## src/rtl/audio_pkg.sv

```systemverilog
// Shared constants, sample type and conditioner FSM states for the ADC audio path.
package audio_pkg;

  localparam int ADC_MIDSCALE = 2048;
  localparam int S16_MAX      = 32767;
  localparam int S16_MIN      = -32768;

  typedef logic signed [15:0] sample16_t;

  typedef enum logic [1:0] {
    ST_IDLE  = 2'd0,
    ST_DCUPD = 2'd1,
    ST_SAT   = 2'd2
  } cond_state_t;

endpackage

```

## src/rtl/audio_dc_blocker.sv

```systemverilog
// Leaky-integrator DC estimate with offset subtraction and signed 16-bit saturation.
module audio_dc_blocker
  import audio_pkg::*;
#(
  parameter int unsigned DC_SHIFT  = 10,
  parameter int unsigned ENABLE_DC = 1
) (
  input  logic        clk,
  input  logic        reset_n,
  input  logic        upd,
  input  logic        sat,
  input  logic [15:0] avg,
  output logic [15:0] y_c,
  output logic        clip_c
);

  localparam int unsigned DCW = 24;

  logic signed [DCW-1:0] dc_acc;
  logic        [15:0]    dc_q;
  logic signed [DCW:0]   err_c;
  logic        [15:0]    dc_sub;
  logic signed [16:0]    y_wide;
  logic                  ovf;

  assign err_c = $signed({avg[15], avg, 8'b0}) - $signed({dc_acc[DCW-1], dc_acc});

  // dc_q snapshots the estimate before this block's update so SAT subtracts the prior value
  always_ff @(posedge clk or negedge reset_n) begin
    if (!reset_n) begin
      dc_acc <= '0;
      dc_q   <= '0;
    end else if (upd) begin
      dc_q   <= dc_acc[DCW-1:8];
      dc_acc <= dc_acc + DCW'(err_c >>> DC_SHIFT);
    end
  end

  always_comb begin
    dc_sub = (ENABLE_DC != 0) ? dc_q : 16'd0;
    y_wide = $signed({avg[15], avg}) - $signed({dc_sub[15], dc_sub});
    y_c    = y_wide[15:0];
    ovf    = 1'b0;
    if (y_wide[16] != y_wide[15]) begin
      ovf = 1'b1;
      y_c = y_wide[16] ? 16'(S16_MIN) : 16'(S16_MAX);
    end
    clip_c = sat & ovf;
  end

endmodule

```

## src/rtl/audio_adc_conditioner.sv

```systemverilog
// ADC sample conditioner: edge-detect, boxcar decimation, DC removal, saturation, watchdog mute.
module audio_adc_conditioner
  import audio_pkg::*;
#(
  parameter int unsigned DECIM_LOG2 = 2,
  parameter int unsigned DC_SHIFT   = 10,
  parameter int unsigned ENABLE_DC  = 1,
  parameter int unsigned TIMEOUT    = 50000
) (
  input  logic        clk,
  input  logic        reset_n,
  input  logic        sample_valid,
  input  logic [11:0] audio_sample,
  input  logic        mute,
  output logic [15:0] sample_out,
  output logic        out_valid,
  output logic        clip,
  output logic        adc_fault
);

  localparam int unsigned AW = 12 + DECIM_LOG2;
  localparam int unsigned CW = (DECIM_LOG2 == 0) ? 1 : DECIM_LOG2;
  localparam int unsigned WW = 20;
  localparam logic [CW-1:0] COUNT_LAST = CW'((1 << DECIM_LOG2) - 1);
  localparam logic [WW-1:0] WD_ARM     = WW'(TIMEOUT - 2);
  localparam logic [WW-1:0] WD_LAST    = WW'(TIMEOUT - 1);

  cond_state_t        state;
  logic               sv_q;
  logic signed [AW-1:0] acc;
  logic [CW-1:0]      count;
  logic [WW-1:0]      wd;
  sample16_t          avg_q;

  logic               accept_c;
  logic               wrap_c;
  logic               expire_c;
  logic signed [11:0] x_c;
  logic signed [AW-1:0] acc_sum_c;
  sample16_t          avg16_c;
  logic [15:0]        y_c;
  logic               clip_c;
  logic               upd_c;
  logic               sat_c;

  assign accept_c  = sample_valid & ~sv_q;
  assign x_c       = $signed(audio_sample - 12'(ADC_MIDSCALE));
  assign acc_sum_c = acc + AW'(x_c);
  assign avg16_c   = {acc_sum_c[AW-1:DECIM_LOG2], 4'b0000};
  assign wrap_c    = accept_c && (count == COUNT_LAST);
  // an accept in the expiry cycle keeps the watchdog alive
  assign expire_c  = !accept_c && (wd == WD_ARM);
  assign upd_c     = (state == ST_DCUPD);
  assign sat_c     = (state == ST_SAT);

  audio_dc_blocker #(
    .DC_SHIFT (DC_SHIFT),
    .ENABLE_DC(ENABLE_DC)
  ) u_dc_blocker (
    .clk    (clk),
    .reset_n(reset_n),
    .upd    (upd_c),
    .sat    (sat_c),
    .avg    (avg_q),
    .y_c    (y_c),
    .clip_c (clip_c)
  );

  always_ff @(posedge clk or negedge reset_n) begin
    if (!reset_n) begin
      state      <= ST_IDLE;
      sv_q       <= 1'b0;
      acc        <= '0;
      count      <= '0;
      wd         <= '0;
      avg_q      <= '0;
      sample_out <= '0;
      out_valid  <= 1'b0;
      clip       <= 1'b0;
      adc_fault  <= 1'b0;
    end else begin
      sv_q      <= sample_valid;
      out_valid <= 1'b0;
      clip      <= 1'b0;

      // accumulation runs independently of the FSM so no accept is dropped
      if (expire_c) begin
        acc       <= '0;
        count     <= '0;
        adc_fault <= 1'b1;
      end else if (accept_c) begin
        adc_fault <= 1'b0;
        if (wrap_c) begin
          acc   <= '0;
          count <= '0;
          avg_q <= avg16_c;
        end else begin
          acc   <= acc_sum_c;
          count <= count + CW'(1);
        end
      end

      if (accept_c) begin
        wd <= '0;
      end else if (wd != WD_LAST) begin
        wd <= wd + WW'(1);
      end

      case (state)
        ST_IDLE: begin
          if (wrap_c) state <= ST_DCUPD;
        end
        ST_DCUPD: begin
          state <= ST_SAT;
        end
        ST_SAT: begin
          out_valid  <= 1'b1;
          clip       <= clip_c;
          sample_out <= (mute | adc_fault) ? 16'd0 : y_c;
          state      <= wrap_c ? ST_DCUPD : ST_IDLE;
        end
        default: begin
          state <= ST_IDLE;
        end
      endcase

      if (expire_c) sample_out <= '0;
    end
  end

endmodule

```

## config.mk

```make
export PLATFORM = sky130hd
export DESIGN_NAME = audio_adc_conditioner
export DESIGN_NICKNAME = d
export VERILOG_FILES = /design/src/rtl/audio_pkg.sv /design/src/rtl/audio_dc_blocker.sv /design/src/rtl/audio_adc_conditioner.sv
export SDC_FILE = /design/constraint.sdc
export NUM_CORES = 1
export LEC_CHECK = 0
export ABC_AREA = 1
export CAP_MARGIN = 20
export CORE_UTILIZATION = 25
export DETAILED_ROUTE_END_ITERATION = 6
export SLEW_MARGIN = 5
export SYNTH_ARGS = -nofsm -noshare
export SYNTH_HDL_FRONTEND = slang
export SYNTH_HIERARCHICAL = 1
export SYNTH_SLANG_ARGS = --single-unit
```

## constraint.sdc

```tcl
create_clock -name clk -period 7.2 [get_ports clk]
set_clock_uncertainty 0.15 [all_clocks]
set_input_delay 1.44 -clock clk [delete_from_list [all_inputs] [get_ports clk]]
set_output_delay 1.44 -clock clk [all_outputs]
set_load 0.005 [all_outputs]
```

Word level (Yosys, flattened, before mapping)
Cells that the tools add are included.
Widths: inputs -> output; s select.
{ "totals": {"inputBits": 16, "ff_bits": 110} }
{ "classes": {"bitwise": 5, "eq_ne": 7, "addsub": 7, "n_reduce_logical": 8, "mux": 21} }
{ "op_table": {"columns": ["cell", "n"], "rows": [
  ["$mux 16", 5],
  ["$mux 14", 3],
  ["$mux 20", 2],
  ["$sub 24x24->25", 1],
  ["$add 24x15->24", 1],
  ["$add 20x1->20 const B", 1],
  ["$eq 20x16->1 const B", 1],
  ["$ne 20x16->1 const B", 1],
  ["$sub 16x16->17", 1],
  ["$add 14x12->14", 1],
  ["$sub 12x12->12 const B", 1],
  ["$mux 2", 4],
  ["$mux 1", 6],
  ["$pmux 2 s3", 1],
  ["$reduce_bool 2->1", 3],
  ["$eq 2x2->1 const B", 2],
  ["$reduce_and 3->1", 1],
  ["$add 2x1->2 const B", 1],
  ["$and 1x1->1", 2],
  ["$eq 2x1->1 const B", 1],
  ["$logic_and 1x1->1", 2],
  ["$logic_not 2->1", 1],
  ["$ne 2x2->1 const B", 1],
  ["$not 1->1", 2],
  ["other kinds (3)", 3]
]} }

Longest topological paths before layout
Gate-level depths: netlist (run 1).
{ "depth": {"word_depth": 6, "mapped_depth": 26, "mapped_depth_nobuf": 26} }

Cells and area by module
The synthesis (run 1) kept the hierarchy.
{ "modules_own_cells": {"columns": ["mod", "instances", "area_each_um2", "cells_per_inst"], "rows": [
  ["audio_dc_blocker", 1, 4907.2, 777],
  ["audio_adc_conditioner", 1, 3953.8, 504]
]} }

Worst setup path after synthesis (run 1)
Ideal clock, no wire load.
{ "synth_timing": {"path_type": "register to register", "startpoint": "reg u_dc_blocker.dc_acc[14]", "endpoint": "reg u_dc_blocker.dc_acc[14]", "synth_period_minus_slack_ns": 3.155, "stages_incl_launch_ff": 18, "setup_time_ns": 0.128, "required_ns": 6.922, "arrival_time_ns": 2.877, "path_slack_ns": 4.045, "path_cell_list": "dfrtp_1 -> inv_1 -> ha_1 -> nand2_1 -> nor2_1 -> inv_1 -> nor4_1 -> a21oi_1 -> o211ai_1 -> nand2_1 -> ha_1 -> a21oi_1 -> o21ai_0 -> a21oi_1 -> o21ai_1 -> or2_2 -> nand3_1 -> o21ai_1"} }
{ "synth_between": {"elab_chain_cells": 2} }
{ "synth_lines": {"columns": ["element", "line_no", "text"], "rows": [
  ["start: declaration", "audio_dc_blocker.sv:19", "logic signed [DCW-1:0] dc_acc;"],
  ["start signal: assignment", "audio_dc_blocker.sv:35", "dc_acc <= dc_acc + DCW'(err_c >>> DC_SHIFT);"],
  ["$sub 24x24->25", "audio_dc_blocker.sv:26", "assign err_c = $signed({avg[15], avg, 8'b0}) - $signed({dc_acc[DCW-1], dc_acc});"],
  ["$add 24x15->24 *", "audio_dc_blocker.sv:35", null]
]} }
Every way passes the cells marked *; elsewhere a longest branch is shown, timed or not.
A chain may end at the register's enable or synchronous reset.

Final worst setup path (run 1)
{ "layout_timing": {"startpoint": "reg u_dc_blocker.dc_acc[13]", "endpoint": "reg u_dc_blocker.dc_acc[10]"} }
{ "layout_between": {"elab_chain_cells": 2} }
{ "layout_lines": {"columns": ["element", "line_no"], "rows": [
  ["$sub 24x24->25", "audio_dc_blocker.sv:26"],
  ["$add 24x15->24", "audio_dc_blocker.sv:35"]
]} }
Every way passes these cells.

==> results of run 1 <==
==> placed cells by master (no fill, tap or decap), types with 8 or more instances in the layout <==
cell type and count:
a21oi_1 73, a21oi_2 11, a31oi_1 8, clkbuf_16 9, clkdlybuf4s50_1 33, conb_1 9
dfrtp_1 110, ha_1 73, inv_1 162, nand2_1 386, nand2_2 10, nand3_1 112
nand4_1 15, nor2_1 104, nor3_1 10, o21ai_0 69, o21ai_1 9, xnor2_1 14
xor2_1 24
==> critical path: cells and delay by family, from the launching register on <==
family | cells | cell delay (ns)
buffers and inverters | 2 | 0.20
adders and majority gates | 2 | 0.72
DFF | 1 | 0.44
and+or+nand+nor | 7 | 1.13
AOI/OAI and AO/OA | 4 | 0.81
xor gates and xnor gates | 2 | 0.49
==> sequential cells by signal, indices dropped and copies added (netlist names) <==
register / flops
u_dc_blocker/dc_acc: 24
wd: 20
sample_out: 16
u_dc_blocker/dc_q: 16
acc: 14
avg_q: 12
count: 2
state: 2
adc_fault: 1
clip: 1
out_valid: 1
sv_q: 1
==> per-stage QoR <==
stage / instances / util / worst slack, ns / area [µm²] / hold slack (ns)
2_1_floorplan: 1289 / - / 4.04 / 8890 / 0.253
3_3_place_gp: 1760 / 0.279 / 3.27 / 9690 / 0.265
3_5_place_dp: 1760 / 0.279 / 3.28 / 9690 / 0.275
4_1_cts: 1776 / 0.287 / 3.28 / 9980 / 0.286
5_1_grt: 1777 / 0.288 / 2.82 / 10000 / 0.305
6_report: 1777 / 0.288 / 3.19 / 10000 / 0.283
==> path summary, 6_finish.rpt <==
kind | cells past startpoint | end | from | slack, ns
max in group asynchronous | 3 | wd[19] | reset_n | 4.96
worst min register to register | 1 | state[0] | state[0] | 0.28
worst max-delay path | 17 | u_dc_blocker/dc_acc[10] | u_dc_blocker/dc_acc[13] | 3.19
worst max register to register | 17 | u_dc_blocker/dc_acc[10] | u_dc_blocker/dc_acc[13] | 3.19
worst min-delay path | 1 | state[0] | state[0] | 0.28
min in group asynchronous | 1 | u_dc_blocker/dc_acc[16] | reset_n | 0.85
==> synthesized netlist by cell type, types with 2 or more instances <==
library cell and count:
nand3_2 4, clkbuf_1 11, nor2_1 105, xnor2_1 14, o21bai_1 2, nor2_4 3
buf_6 5, nand2_2 10, nand2_1 386, a21o_1 7, o22ai_1 3, o21ai_2 2
o21ai_0 69, a31oi_1 8, dfrtp_1 110, nand3b_1 3, o211ai_1 4, nor3_1 10
a21boi_0 2, buf_2 2, xor2_1 24, inv_2 5, or2_2 5, nor2_2 3
a21oi_2 11, a21oi_1 73, nor2_8 2, ha_1 73, nand4_1 15, nor4_1 4
o21a_1 4, nand3_1 112, inv_1 162, o21ai_1 9, fa_1 3
==> per-layer routing <==
layer,vias up,part of all wire,track usage
met1,3800,0.47,0.173
met2,153,0.46,0.213
li1,4239,-,-
met3,19,0.054,0.0236
met5,-,0,0
met4,0,0.013,0.0375
==> cell type report <==
class	count	area (µm²)
Fill cell	3804	24700
Multi-Input combinational cell	989	5370
Sequential cell	110	2750
Inverter	170	642
Tap cell	455	569
Timing Repair Buffer	37	380
Clock buffer	10	239
Clock inverter	6	52.6
==> cell families (layout without fill, tap and decap cells) <==
| group | Yosys count | count (layout) | share of synthesized area |
|---|---|---|---|
| buffers and inverters | 190 | 223 | 0.0877 |
| adders and majority gates | 76 | 76 | 0.110 |
| xor gates and xnor gates | 38 | 38 | 0.0376 |
| AOI/OAI and AO/OA | 197 | 197 | 0.125 |
| other | 1 | 9 | 0.000423 |
| DFF | 110 | 110 | 0.311 |
| and+or+nand+nor | 669 | 669 | 0.329 |
==> impl_metrics.yaml, run 1 <==
cells_and_area:
  nets: 1409
  num_antenna_cells: 0
  area_growth_pct: 12.9
  drive_gt1_frac: 0.0560
cts:
  cts_buffer_depth: 2
  h-tree-depth: 3
  cts_buffers: 9
  cts_resized: 0
  numClockSinks: 110
  holdBufCountCts: 0
  cts_setup_buffers: 0
  clockRootBuffer: "clkbuf_16"
  clk-insertion-delay-late_ns: 0.37
  cts.clk_slew.worst_paths_ns: 0.08
  cts_tree: "yes"
critical_path:
  critical_path.cell_chain: "inv_1 -> ha_1 -> nand2_1 -> nor2_1 -> inv_1 -> nor4_1 -> a21oi_1 -> xnor2_1 -> ha_1 -> a21oi_1 -> o21ai_1 -> nor2_1 -> nor2_1 -> o21ai_0 -> xnor2_1 -> nand2_1 -> nand2_1"
  cpPeakStageDelay_ns: 0.44
  cp_max_fo: 4
  path_class: "flip-flop to flip-flop"
  startpoint_type: "flip-flop"
  crit_path_end_kind: "flip-flop"
  slowest_stage: "dfrtp_1"
  arrival_ns: 4.16
  critPathRequiredTime_ns: 7.35
global_routing:
  grt-ovfl-total: 0
  antenna_found_initial: 0
  grt_max_degree: 81
  grt_util_all_layers: 0.130
  grt_pass1_wl_um: 37700
  grt_pass1_vias: 7747
outcome:
  status: "completed"
detailed_routing:
  initialDrtViolationCount: 502
  firstDrtPassIters: 5
  drc_errors: 0
  ant_nets: 0
  vias_per_cell: 4.62
  via_count: 8211
  wl_per_cell_um: 12.6
  routed_wl_um: 22400
synthesis:
  ys_seq_area_frac: 0.311
  syn_area_per_cell_um2: 6.92
  synth_edf_count: 0
  synthCells: 1281
  ys.flop_type: "dfrtp_1"
  yosysWarnings: 6
  synth_area_mm2: 0.00886
  synth_top_area_share: 0.311
  synth_cell_types: 51
  async_flop_share: 1.00
  synthTopCellsByArea: "dfrtp_1 31%, nand2_1 16%, ha_1 10%, inv_1 6.9%, nand3_1 6.3%"
  yosys_register_bits: 110
  synth.largest_area_cell: "dfrtp_1"
timing:
  worst_pin_slew_ns: 0.951
  setup_tns_ns: 0
  timing_max_transition_violations_final: 0
  rsz0062_at_grt: "no"
  fmax_ghz: 0.249
  finalSetupViolCount: 0
  post-route-min-period_ns: 4.01
  slew_headroom: 0.364
  hold_viol_final: 0
  period_share: 0.557
die:
  start_util: 0.255
  io_pins: 35
  die-height_um: 190
  rows: 68
  dieArea_mm2: 0.0362
  core_area_mm2: 0.0347
  die_w_um: 190
place:
  place_hpwl_um: 17700
  io_buffers: 34
  gp_congestion: 0.888
job:
  max-cap-violations: 0
hold_path:
  hold_class: "flip-flop to flip-flop"
Power of run 1 is not shown: default switching activity piles up to over one toggle a cycle in this logic, so the estimate is an artifact.
==> inputs of run 2 (changes only) <==
clock period = 4.03 ns   (was 7.2 ns; I/O delays follow)
==> run 2 against run 1 <==
Via count grew 0.29%. Global-route usage grew 0.70 points. Die area is the same. Critical endpoint is now u_dc_blocker/dc_acc[13].
==> impl_metrics.yaml, run 2 (synthesis gave the netlist of run 1 again) <==
timing:
  fmax_ghz: 0.265
  timing_max_transition_violations_final: 0
  setup_tns_ns: 0
  post-route-min-period_ns: 3.78
  slew_headroom: 0.371
  finalSetupViolCount: 0
  worst_pin_slew_ns: 0.941
  hold_viol_final: 0
  period_share: 0.938
global_routing:
  grt_pass1_wl_um: 39700
  grt_use_met2: 0.219
  grt-ovfl-total: 0
  grt_pass1_vias: 7873
  use_met1: 0.187
  busiest_layer: "met2"
  grt_util_all_layers: 0.137
  antenna_found_initial: 0
  gr-usage-met3: 0.0245
  grt_max_degree: 57
outcome:
  status: "completed"
critical_path:
  critical_path.cell_chain: "inv_1 -> ha_1 -> nand2_1 -> nor4_2 -> nand4_1 -> nand3_1 -> xor2_1 -> ha_1 -> nand2_1 -> nand2_1 -> nor2_1 -> o21ai_0 -> inv_1 -> nand2_1 -> or2_2 -> nand3_1 -> o21ai_0"
  cp_top_family: "simple AND/OR/NAND/NOR gates"
  cpPeakStageDelay_ns: 0.47
  path_buf_inv: 2
  arrival_ns: 3.86
  cpMostUsedCell: "nand2_1"
  critPathRequiredTime_ns: 4.11
  cp_max_fo: 5
  timing.rr.start: "u_dc_blocker/dc_acc[21]"
  critPathLaunch: "u_dc_blocker/dc_acc[21]"
  slowest_stage: "nor4_2"
  crit_path_end_kind: "flip-flop"
  path_class: "flip-flop to flip-flop"
  startpoint_type: "flip-flop"
place:
  gp_congestion: 0.893
  postPlaceCellArea_mm2: 0.00979
  dp_cells: 1772
  io_buffers: 34
  place_hpwl_um: 18900
cts:
  cts_setup_buffers: 0
  cts.clk_slew.worst_paths_ns: 0.08
  cts_tree: "yes"
  holdBufCountCts: 0
  clk-insertion-delay-late_ns: 0.36
  cts_resized: 1
  clockRootBuffer: "clkbuf_16"
  cts_buffers: 9
  h-tree-depth: 3
  cts_buffer_depth: 2
  numClockSinks: 110
detailed_routing:
  wl_per_cell_um: 13.4
  initialDrtViolationCount: 475
  ant_nets: 0
  vias_per_cell: 4.61
  routed_wl_um: 23900
  firstDrtPassIters: 7
  drc_errors: 0
  via_count: 8235
die:
  die_w_um: 190
  rows: 68
  core_area_mm2: 0.0347
  dieArea_mm2: 0.0362
  start_util: 0.255
  die-height_um: 190
  io_pins: 35
cells_and_area:
  final_core_util: 0.292
  final_cells: 1788
  multi_input_area_mm2: 0.00542
  layout_commonest_cell: "nand2_1"
  area_growth_pct: 14.3
  mostFrequentLayoutCells: "385 x nand2_1, 162 x inv_1, 112 x nand3_1"
  regArea_mm2: 0.00275
  nets: 1420
  reg_top3: "u_dc_blocker/dc_acc (24), wd (20)"
  num_antenna_cells: 0
  largest_reg_flops: 24
  drive_gt1_frac: 0.0698
  fin_area_mm2: 0.0101
  fillers: 3844
  top_register: "u_dc_blocker/dc_acc"
job:
  max-cap-violations: 0
hold_path:
  hold_class: "flip-flop to flip-flop"
  hold_start: "state[0]"
## run 2: cell types whose count changed in the layout (fill, tap and decap cells not counted), moves of 2 or more
cell | previous run | this run
nor4_1 | 4 | 2
a21oi_2 | 11 | 13
nor2_1 | 104 | 102
clkinv_4 | 2 | 0
nor2_2 | 3 | 5
clkinvlp_4 | 2 | 0
a21oi_1 | 73 | 71
buf_4 | 3 | 14
clkinv_2 | 1 | 5
## run 2: area by class of cell
| cell class | instances | area share |
|---|---|---|
| Inverter | 170 | 0.0634 |
| Clock inverter | 6 | 0.00605 |
| Tap cell | 455 | 0.0562 |
| Timing Repair Buffer | 48 | 0.0450 |
| Clock buffer | 10 | 0.0226 |
| Sequential cell | 110 | 0.272 |
| Multi-Input combinational cell | 989 | 0.535 |
## run 2: path summary, 6_finish.rpt
| path | endpoint | slack, ns | depth (start not counted) |
|---|---|---|---|
| worst max register to register | u_dc_blocker/dc_acc[13] | 0.25 | 17 |
| min in group asynchronous | adc_fault | 0.32 | 1 |
| worst max-delay path | u_dc_blocker/dc_acc[13] | 0.25 | 17 |
| worst min register to register | state[0] | 0.27 | 1 |
| worst min-delay path | state[0] | 0.27 | 1 |
| max in group asynchronous | u_dc_blocker/dc_q[1] | 2.60 | 2 |
## run 2: layer usage
| layer | wire length [µm] | part of all wire |
|---|---|---|
| met1 | 11400 | 0.48 |
| met2 | 10700 | 0.45 |
| met3 | 1220 | 0.051 |
| met4 | 471 | 0.020 |
| met5 | 0 | 0 |
## run 2: worst register-to-register path, cell delays in order, from the launching register on
cell and delay [ns]:
dfrtp_1 0.42, inv_1 0.13, ha_1 0.40, nand2_1 0.16
nor4_2 0.47, nand4_1 0.21, nand3_1 0.15, xor2_1 0.23
ha_1 0.34, nand2_1 0.09, nand2_1 0.08, nor2_1 0.14
o21ai_0 0.14, inv_1 0.07, nand2_1 0.06, or2_2 0.27
nand3_1 0.06, o21ai_0 0.08
## run 2: stage by stage
step           setup WS (ns)  hold WS, ns
2_1_floorplan          0.875        0.253
3_3_place_gp         -0.0116        0.264
3_5_place_dp         0.00710        0.271
4_1_cts               0.0351        0.282
5_1_grt              -0.0161        0.302
6_report               0.250        0.275
Power of run 2 is left out for the same reason.
==> inputs of run 3 (changes only) <==
SKIP_CTS_REPAIR_TIMING = 1   (was not set)
==> run 3 against run 2 <==
Setup slack lost 0.027 ns. Hold slack is essentially flat. First-iteration DRC count shrank 2.3%.
==> impl_metrics.yaml, run 3 (synthesis gave the netlist of run 1 again) <==
outcome:
  status: "completed"
detailed_routing:
  firstDrtPassIters: 5
  ant_nets: 0
  drc_errors: 0
  routed_wl_um: 23900
  vias_per_cell: 4.62
  via_count: 8265
  wl_per_cell_um: 13.4
  initialDrtViolationCount: 464
die:
  core_area_mm2: 0.0347
  start_util: 0.255
  io_pins: 35
  rows: 68
  die-height_um: 190
  dieArea_mm2: 0.0362
  die_w_um: 190
critical_path:
  startpoint_type: "flip-flop"
  reg2reg_depth: 21
  cp_max_fo: 11
  path_buf_inv: 2
  rr_endpoint: "u_dc_blocker/dc_acc[23]"
  timing.reg2reg.setup_slack_ns: 0.22
  cpMostUsedCell: "nand2_1"
  crit_path_end_kind: "flip-flop"
  critPathRequiredTime_ns: 4.13
  timing.rr.start: "u_dc_blocker/dc_acc[21]"
  path_class: "flip-flop to flip-flop"
  cp_top_family: "simple AND/OR/NAND/NOR gates"
  slowest_stage: "dfrtp_1"
  critical_path.cell_chain: "inv_1 -> ha_1 -> nand2_1 -> nor2_1 -> nand2_1 -> nor2_1 -> nand2_1 -> nand4_1 -> nand2_4 -> ha_1 -> nand2_1 -> nor2_1 -> nand2_1 -> nor2_1 -> nand2_1 -> nand3_1 -> inv_1 -> nand3_1 -> nand3_1 -> nand2_1 -> nand2_1"
  cpPeakStageDelay_ns: 0.43
  arrival_ns: 3.91
cells_and_area:
  reg_top3: "u_dc_blocker/dc_acc (24), wd (20)"
  largest_reg_flops: 24
  num_antenna_cells: 0
  mostFrequentLayoutCells: "385 x nand2_1, 162 x inv_1, 112 x nand3_1"
  layout_commonest_cell: "nand2_1"
  nets: 1420
  regArea_mm2: 0.00275
  multi_input_area_mm2: 0.00545
  drive_gt1_frac: 0.0735
  area_growth_pct: 14.6
  top_register: "u_dc_blocker/dc_acc"
  fillers: 3836
  final_core_util: 0.293
cts:
  cts_buffer_depth: 2
  h-tree-depth: 3
  numClockSinks: 110
  clk-insertion-delay-late_ns: 0.36
  cts_tree: "yes"
  clockRootBuffer: "clkbuf_16"
  cts_buffers: 9
  cts.clk_slew.worst_paths_ns: 0.08
hold_path:
  hold_class: "flip-flop to flip-flop"
  hold_depth: 1
  hold_start: "state[0]"
  min_to: "state[0]"
timing:
  post-route-min-period_ns: 3.81
  worst_pin_slew_ns: 0.947
  fmax_ghz: 0.263
  hold_viol_final: 0
  period_share: 0.945
  timing_max_transition_violations_final: 0
  setup_slack_ns: 0.223
  slew_headroom: 0.366
  setup_tns_ns: 0
  finalSetupViolCount: 0
global_routing:
  grt_pass1_vias: 7859
  use_met1: 0.187
  antenna_found_initial: 0
  grt_use_met2: 0.219
  grt_pass1_wl_um: 39700
  grt_max_degree: 57
  gr-usage-met3: 0.0245
  grt-ovfl-total: 0
  busiest_layer: "met2"
  grt_util_all_layers: 0.137
place:
  io_buffers: 34
  gp_congestion: 0.893
  place_hpwl_um: 18900
  pre_cts_slack_ns: 0.00710
job:
  max-cap-violations: 0
## run 3: cell counts in the layout (fill, tap and decap cells not counted)
No cell type changed its count.
## run 3: through the flow
stage               area [µm²]  std cells  hold WS, ns
floorplan                 8890       1289        0.253
global placement          9790       1772        0.264
detailed placement        9790       1772        0.271
CTS                      10100       1788        0.282
global route             10200       1788        0.302
finish                   10200       1788        0.275
## run 3: worst max path at each step
| stage | start | to | slack (ns) | depth (start not counted) |
|---|---|---|---|---|
| 2_1_floorplan | u_dc_blocker/dc_acc[14] | u_dc_blocker/dc_acc[14] | 0.87 | 17 |
| 3_3_place_gp | u_dc_blocker/dc_acc[17] | u_dc_blocker/dc_acc[22] | -0.01 | 18 |
| 3_5_place_dp | u_dc_blocker/dc_acc[17] | u_dc_blocker/dc_acc[22] | 0.007 | 18 |
| 4_1_cts | u_dc_blocker/dc_acc[17] | u_dc_blocker/dc_acc[22] | -0.01 | 18 |
| 5_1_grt | u_dc_blocker/dc_acc[21] | u_dc_blocker/dc_acc[17] | -0.05 | 18 |
| 6_report | u_dc_blocker/dc_acc[21] | u_dc_blocker/dc_acc[23] | 0.22 | 21 |
## run 3: per-layer routing
metal	vias to the layer above	wire length [µm]
met3	27	1000
met1	3828	11700
li1	4258	-
met4	0	438
met2	152	10800
met5	-	0
## run 3: area by class of cell
class                           count  share of cell area
Multi-Input combinational cell    989               0.536
Timing Repair Buffer               48              0.0448
Tap cell                          455              0.0560
Sequential cell                   110               0.271
Inverter                          170              0.0632
Clock buffer                       10              0.0225
Clock inverter                      6             0.00604
Power of run 3 is left out for the same reason.
